## config.mk

```make
export PLATFORM = sky130hd
export DESIGN_NAME = mips_run_controller
export DESIGN_NICKNAME = d
export VERILOG_FILES = /design/src/rtl/mips_ctrl_pkg.sv /design/src/rtl/run_budget_counter.sv /design/src/rtl/mips_run_controller.sv
export SDC_FILE = /design/constraint.sdc
export NUM_CORES = 1
export LEC_CHECK = 0
export CAP_MARGIN = 15
export CORE_UTILIZATION = 38
export CTS_BUF_LIST = sky130_fd_sc_hd__clkbuf_8
export DETAILED_ROUTE_END_ITERATION = 8
export PLACE_DENSITY = 0.94
export SKIP_CTS_REPAIR_TIMING = 1
export SKIP_LAST_GASP = 1
export SYNTH_ARGS = -nofsm -noshare
export SYNTH_HDL_FRONTEND = slang
export SYNTH_HIERARCHICAL = 1
export SYNTH_SLANG_ARGS = --single-unit
```

## constraint.sdc

```tcl
create_clock -name clock -period 10.2 [get_ports clock]
set_input_delay 2.04 -clock clock [delete_from_list [all_inputs] [get_ports clock]]
set_output_delay 2.04 -clock clock [all_outputs]
set_load 0.05 [all_outputs]
```

## src/rtl/mips_ctrl_pkg.sv

```systemverilog
// Shared types and constants for the MIPS run controller: FSM states,
// halt-cause codes and the default halt instruction encoding.
package mips_ctrl_pkg;

    localparam int unsigned WORD_W  = 32;
    localparam int unsigned CYCLE_W = 16;
    localparam int unsigned RF_AW   = 5;

    localparam logic [WORD_W-1:0] HALT_WORD_DEFAULT = 32'hFFFF_FFFF;
    localparam logic [RF_AW-1:0]  RF_LAST_IDX       = 5'd31;

    typedef enum logic [1:0] {
        ST_IDLE = 2'd0,
        ST_RUN  = 2'd1,
        ST_DUMP = 2'd2
    } ctrl_state_e;

    typedef enum logic [1:0] {
        CAUSE_NONE      = 2'b00,
        CAUSE_HALT_WORD = 2'b01,
        CAUSE_BUDGET    = 2'b10
    } halt_cause_e;

endpackage

```

## src/rtl/run_budget_counter.sv

```systemverilog
// Counts enabled CPU cycles for the current run (saturating) and flags the
// cycle on which the run budget is used up.
module run_budget_counter
    import mips_ctrl_pkg::*;
(
    input  logic               clock,
    input  logic               reset_n,
    input  logic               clear_i,
    input  logic               en_i,
    input  logic [CYCLE_W-1:0] budget_i,
    output logic [CYCLE_W-1:0] cycles_o,
    output logic               budget_zero_c_o,
    output logic               expire_c_o
);

    localparam logic [CYCLE_W-1:0] CYCLES_MAX = '1;

    logic [CYCLE_W-1:0] cycles_q;
    logic [CYCLE_W-1:0] cycles_d;

    always_ff @(posedge clock) begin
        if (!reset_n) begin
            cycles_q <= '0;
        end else begin
            cycles_q <= cycles_d;
        end
    end

    always_comb begin
        cycles_d = cycles_q;
        if (clear_i) begin
            cycles_d = '0;
        end else if (en_i && (cycles_q != CYCLES_MAX)) begin
            cycles_d = cycles_q + CYCLE_W'(1);
        end
    end

    // >= rather than == so a budget lowered mid-run still stops the run
    assign budget_zero_c_o = (budget_i == '0);
    assign expire_c_o      = budget_zero_c_o || (cycles_q >= (budget_i - CYCLE_W'(1)));
    assign cycles_o        = cycles_q;

endmodule

```

## src/rtl/mips_run_controller.sv

```systemverilog
// Host-facing run controller for a single-cycle MIPS core: loads the program
// into instruction memory, runs the core under a cycle budget, then streams out the register file.
module mips_run_controller
    import mips_ctrl_pkg::*;
#(
    parameter int unsigned       IMEM_DEPTH = 256,
    parameter logic [WORD_W-1:0] HALT_WORD  = HALT_WORD_DEFAULT
) (
    input  logic                          clock,
    input  logic                          reset_n,
    input  logic                          load_valid,
    output logic                          load_ready,
    input  logic [WORD_W-1:0]             load_data,
    input  logic                          load_last,
    input  logic                          start,
    input  logic [CYCLE_W-1:0]            cycle_budget,
    output logic                          imem_we,
    output logic [$clog2(IMEM_DEPTH)-1:0] imem_addr,
    output logic [WORD_W-1:0]             imem_wdata,
    output logic                          cpu_en,
    input  logic [WORD_W-1:0]             cpu_instr,
    output logic [RF_AW-1:0]              rf_raddr,
    input  logic [WORD_W-1:0]             rf_rdata,
    output logic                          dump_valid,
    input  logic                          dump_ready,
    output logic [WORD_W-1:0]             dump_data,
    output logic                          dump_last,
    output logic                          busy,
    output logic                          done,
    output logic [1:0]                    halt_cause,
    output logic [CYCLE_W-1:0]            cycles_run,
    output logic                          load_overflow
);

    localparam int unsigned          IMEM_AW   = $clog2(IMEM_DEPTH);
    localparam logic [IMEM_AW-1:0]   IMEM_LAST = IMEM_AW'(IMEM_DEPTH - 1);

    ctrl_state_e        state_q,      state_d;
    halt_cause_e        halt_cause_q, halt_cause_d;
    logic [IMEM_AW-1:0] load_ptr_q,   load_ptr_d;
    logic [RF_AW-1:0]   dump_idx_q,   dump_idx_d;
    logic               overflow_q,   overflow_d;
    logic               done_q,       done_d;

    logic               run_clear;
    logic               budget_zero;
    logic               budget_expire;
    logic               is_halt;

    assign is_halt = (cpu_instr == HALT_WORD);

    run_budget_counter u_budget (
        .clock           (clock),
        .reset_n         (reset_n),
        .clear_i         (run_clear),
        .en_i            (cpu_en),
        .budget_i        (cycle_budget),
        .cycles_o        (cycles_run),
        .budget_zero_c_o (budget_zero),
        .expire_c_o      (budget_expire)
    );

    always_ff @(posedge clock) begin
        if (!reset_n) begin
            state_q      <= ST_IDLE;
            halt_cause_q <= CAUSE_NONE;
            load_ptr_q   <= '0;
            dump_idx_q   <= '0;
            overflow_q   <= 1'b0;
            done_q       <= 1'b0;
        end else begin
            state_q      <= state_d;
            halt_cause_q <= halt_cause_d;
            load_ptr_q   <= load_ptr_d;
            dump_idx_q   <= dump_idx_d;
            overflow_q   <= overflow_d;
            done_q       <= done_d;
        end
    end

    always_comb begin
        state_d      = state_q;
        halt_cause_d = halt_cause_q;
        load_ptr_d   = load_ptr_q;
        dump_idx_d   = dump_idx_q;
        overflow_d   = overflow_q;
        done_d       = 1'b0;
        run_clear    = 1'b0;
        load_ready   = 1'b0;
        imem_we      = 1'b0;
        cpu_en       = 1'b0;
        dump_valid   = 1'b0;

        unique case (state_q)
            ST_IDLE: begin
                // start takes priority: a beat presented with it is refused
                load_ready = !start && !overflow_q;
                imem_we    = load_valid && load_ready;
                if (start) begin
                    state_d      = ST_RUN;
                    halt_cause_d = CAUSE_NONE;
                    load_ptr_d   = '0;
                    dump_idx_d   = '0;
                    overflow_d   = 1'b0;
                    run_clear    = 1'b1;
                end else if (imem_we) begin
                    if (load_last) begin
                        load_ptr_d = '0;
                    end else begin
                        load_ptr_d = load_ptr_q + IMEM_AW'(1);
                        if (load_ptr_q == IMEM_LAST) begin
                            overflow_d = 1'b1;
                        end
                    end
                end
            end

            ST_RUN: begin
                // halt word is checked first so it is never executed nor charged to the budget
                cpu_en = !is_halt && !budget_zero;
                if (is_halt) begin
                    halt_cause_d = CAUSE_HALT_WORD;
                    state_d      = ST_DUMP;
                end else if (budget_expire) begin
                    halt_cause_d = CAUSE_BUDGET;
                    state_d      = ST_DUMP;
                end
            end

            ST_DUMP: begin
                dump_valid = 1'b1;
                if (dump_ready) begin
                    dump_idx_d = dump_idx_q + RF_AW'(1);
                    if (dump_idx_q == RF_LAST_IDX) begin
                        dump_idx_d = '0;
                        done_d     = 1'b1;
                        state_d    = ST_IDLE;
                    end
                end
            end

            default: begin
                state_d = ST_IDLE;
            end
        endcase
    end

    assign imem_addr     = load_ptr_q;
    assign imem_wdata    = load_data;
    assign rf_raddr      = dump_idx_q;
    assign dump_data     = rf_rdata;
    assign dump_last     = (state_q == ST_DUMP) && (dump_idx_q == RF_LAST_IDX);
    assign busy          = (state_q != ST_IDLE);
    assign done          = done_q;
    assign halt_cause    = halt_cause_q;
    assign load_overflow = overflow_q;

endmodule

```

==> results_dict.tcl <==
set metrics [dict create \
    status "finished clean" \
    drive_gt1_share_pct 6.39 \
    slowest_stage "clkdlybuf4s50_1" \
    postRouteAntennaNets 0 \
    synthMuxAreaShare_pct 1.14 \
    fin_setup_tns_ns 0 \
    cts_buffer_depth 2 \
    cts_max_level 2 \
    hp-class "reg2reg" \
    synth_xor_area_share_pct 6.49 \
    drv_cap 0 \
    cts_tree "built" \
    clk_pin_slew_worst_paths_ns 0.08 \
    coreArea_sq_um 7410 \
    synth_top_flop_cell "dfxtp_1" \
    wl_per_cell_um 15.0 \
    die_area_sq_um 8170 \
    gp_congestion 0.781 \
    grt_first_pass_wirelength_um 12200 \
    numPortBuffers 92 \
    area_growth_pct 21.5 \
    grt_pass1_vias 2615 \
    path_class "in2out" \
    synth-async-reset-ratio_pct 0 \
    worstPathMaxFanout 4 \
    yosys_warnings 6 \
    grt_antenna_before_repair 0 \
    netlist_instances 360 \
    drtIter0Drc 90 \
    cp_data_required_time_ns 8.16 \
    boundaryPins 221 \
    rsz0062_at_grt "false" \
    die_y_um 90.4 \
    power_mw 0.347 \
    finalHoldViolations 0 \
    fin_crit_sh_pct 68.5 \
    antennaDiodeCount 0 \
    ir_drop_mv 0.0508 \
    crit_chain "clkdlybuf4s50_1 -> inv_1 -> ha_1 -> or4b_4 -> or3_4 -> nor4_4 -> a2111oi_1 -> clkdlybuf4s50_1" \
    ys_ff_latch 35 \
    fmax_mhz 143 \
    fin_skew_ns 0.00501 \
    numClockSinks 35 \
    syn_nets 499 \
    via_per_inst 5.41 \
    maxSlewViolCount 0 \
    ys_seq_area_share_pct 23.6 \
    avgSynthCellArea_sq_um 8.25 \
    relSlewSlack_pct 26.9 \
    grt_max_degree 16 \
    cts_root_buf "clkbuf_8" \
    yosys.area_share.simple_pct 26.5 \
    netlist-cell-type-count 60 \
    dp_hpwl_um 5920 \
    min_period_ns 6.99 \
    synth-adder-area-share_pct 8.85 \
    worst_pin_slew_ns 1.08 \
    cp-start-kind "input pin" \
    drcViolationCount 0 \
    fin_nets 529 \
    grt_util_all_layers_pct 18.3 \
    arrival_ns 4.95 \
    rows 31 \
    numCtsBuffers 5 \
    syn_area_sq_um 2970 \
    slowest_delay_ns 0.97 \
    dr_total_vias 2653 \
    end_kind "primary output" \
    synth_top_area_share_pct 23.6 \
    crit_path_frequent_cell "clkdlybuf4s50_1" \
    synth_edf_count 0 \
    first_pass_iters 4 \
    initial_core_util_pct 40.1 \
    synth.area.top_cells "dfxtp_1 (24%), buf_4 (16%), ha_1 (8.8%), a21oi_1 (3.9%), xnor2_1 (3.8%)" \
    clkLatencyLatePin_ns 0.30 \
    p_per_area_nw_per_um2 96.2 \
    die_x_um 90.4 \
    synth_top_family_by_area "simple AND/OR/NAND/NOR gates" \
    p_leak_nw 1.24 \
    drt-total-wl_um 7350 \
    finalSetupViolations 0 \
    netlist.top_cell.by_area "dfxtp_1" \
    grt-ovfl-total 0 \
    synth_compound_area_share_pct 14.8 \
]
-- path summary, 6_finish.rpt --
path	start	to	slack (ns)	cells past startpoint
setup / recovery	cycle_budget[0]	cpu_en	3.21	8
setup reg to reg	state_q[0]	u_budget/cycles_o[15]	7.15	6
hold reg to reg	halt_cause[0]	halt_cause[0]	0.50	2
hold / removal	halt_cause[0]	halt_cause[0]	0.50	2
-- synth_stat cells (3+ instances only) --
| master | count |
|---|---|
| and4_1 | 3 |
| nor3b_1 | 3 |
| or3_1 | 10 |
| inv_1 | 9 |
| nand3_1 | 10 |
| and3_1 | 3 |
| xor2_1 | 9 |
| nand2_1 | 21 |
| o21ai_0 | 19 |
| nor2b_1 | 3 |
| buf_4 | 65 |
| nor2_1 | 24 |
| a21oi_1 | 23 |
| nor3_1 | 9 |
| nand4_1 | 14 |
| nor4_2 | 3 |
| dfxtp_1 | 35 |
| and2_1 | 4 |
| or4_1 | 4 |
| nor4_1 | 5 |
| nand2b_1 | 5 |
| xnor2_1 | 13 |
| ha_1 | 21 |
-- layer usage --
metal | vias to the layer above | GRT usage (%) | share of wire [%]
met4 | 0 | 8.47 | 3.0
met1 | 1212 | 20.0 | 41
met3 | 33 | 5.89 | 7.8
met2 | 101 | 32.1 | 49
met5 | - | 0 | 0
li1 | 1307 | - | -
-- logic make-up (layout without fill, tap and decap cells) --
group / count (synthesis) / after routing
multiplexers: 3 / 3
AO/OA/AOI/OAI: 68 / 68
XOR/XNOR: 22 / 22
AND/OR/NAND/NOR: 133 / 133
buffers and inverters: 78 / 109
flip-flops: 35 / 35
adder cells (fa/ha/maj): 21 / 21
-- registers in the layout (all words and copies together), names as in the netlist --
| name | cells |
|---|---|
| u_budget/cycles_o | 16 |
| load_overflow | 1 |
| imem_addr | 8 |
| done | 1 |
| rf_raddr | 5 |
| halt_cause | 2 |
| state_q | 2 |
-- critical path: cells and delay by family --
kind / cells / cell delay [ns]
buf+inv: 3 / 1.55
compound gates: 1 / 0.67
simple gates: 3 / 0.44
fa+ha+maj: 1 / 0.24
-- metrics by stage --
step	cells	worst slack (ns)	area [sq um]	util, %	hold slack, ns
after floorplan	360	2.71	2970	-	0.660
after global placement	482	3.34	3500	47.2	0.477
after detailed placement	482	3.19	3500	47.2	0.482
after CTS	490	3.17	3610	48.7	0.493
after global routing	490	2.94	3610	48.7	0.516
final	490	3.21	3610	48.7	0.501
-- placed cells by master, fill, tap and decap left out, types with 5 or more instances in the layout --
cell type	count
a21oi_1	23
clkdlybuf4s50_1	92
o21ai_0	19
ha_1	21
dfxtp_1	35
nand2_1	21
nand2b_1	5
nand3_1	10
or3_1	10
inv_1	9
xor2_1	9
nor4_1	5
clkbuf_8	5
nor2_1	24
nand4_1	14
nor3_1	9
xnor2_1	13
-- where the power goes --
| group | switching (mW) | leakage, nW | total [mW] | internal (mW) |
|---|---|---|---|---|
| clock network | 0.0547 | 0.0581 | 0.127 | 0.0728 |
| logic | 0.0401 | 0.898 | 0.0765 | 0.0364 |
| registers | 0.00428 | 0.283 | 0.143 | 0.139 |
| total | 0.0990 | 1.24 | 0.347 | 0.248 |
-- final cells by class --
cell class	count	area, sq um
clock buffer	5	68.8
fill	690	3800
tap	99	124
inverter	9	33.8
sequential	35	701
multi-input combinational	247	1720
clock inverter	3	43.8
timing repair buffer	92	921
Power figures use the tool's default switching activity.
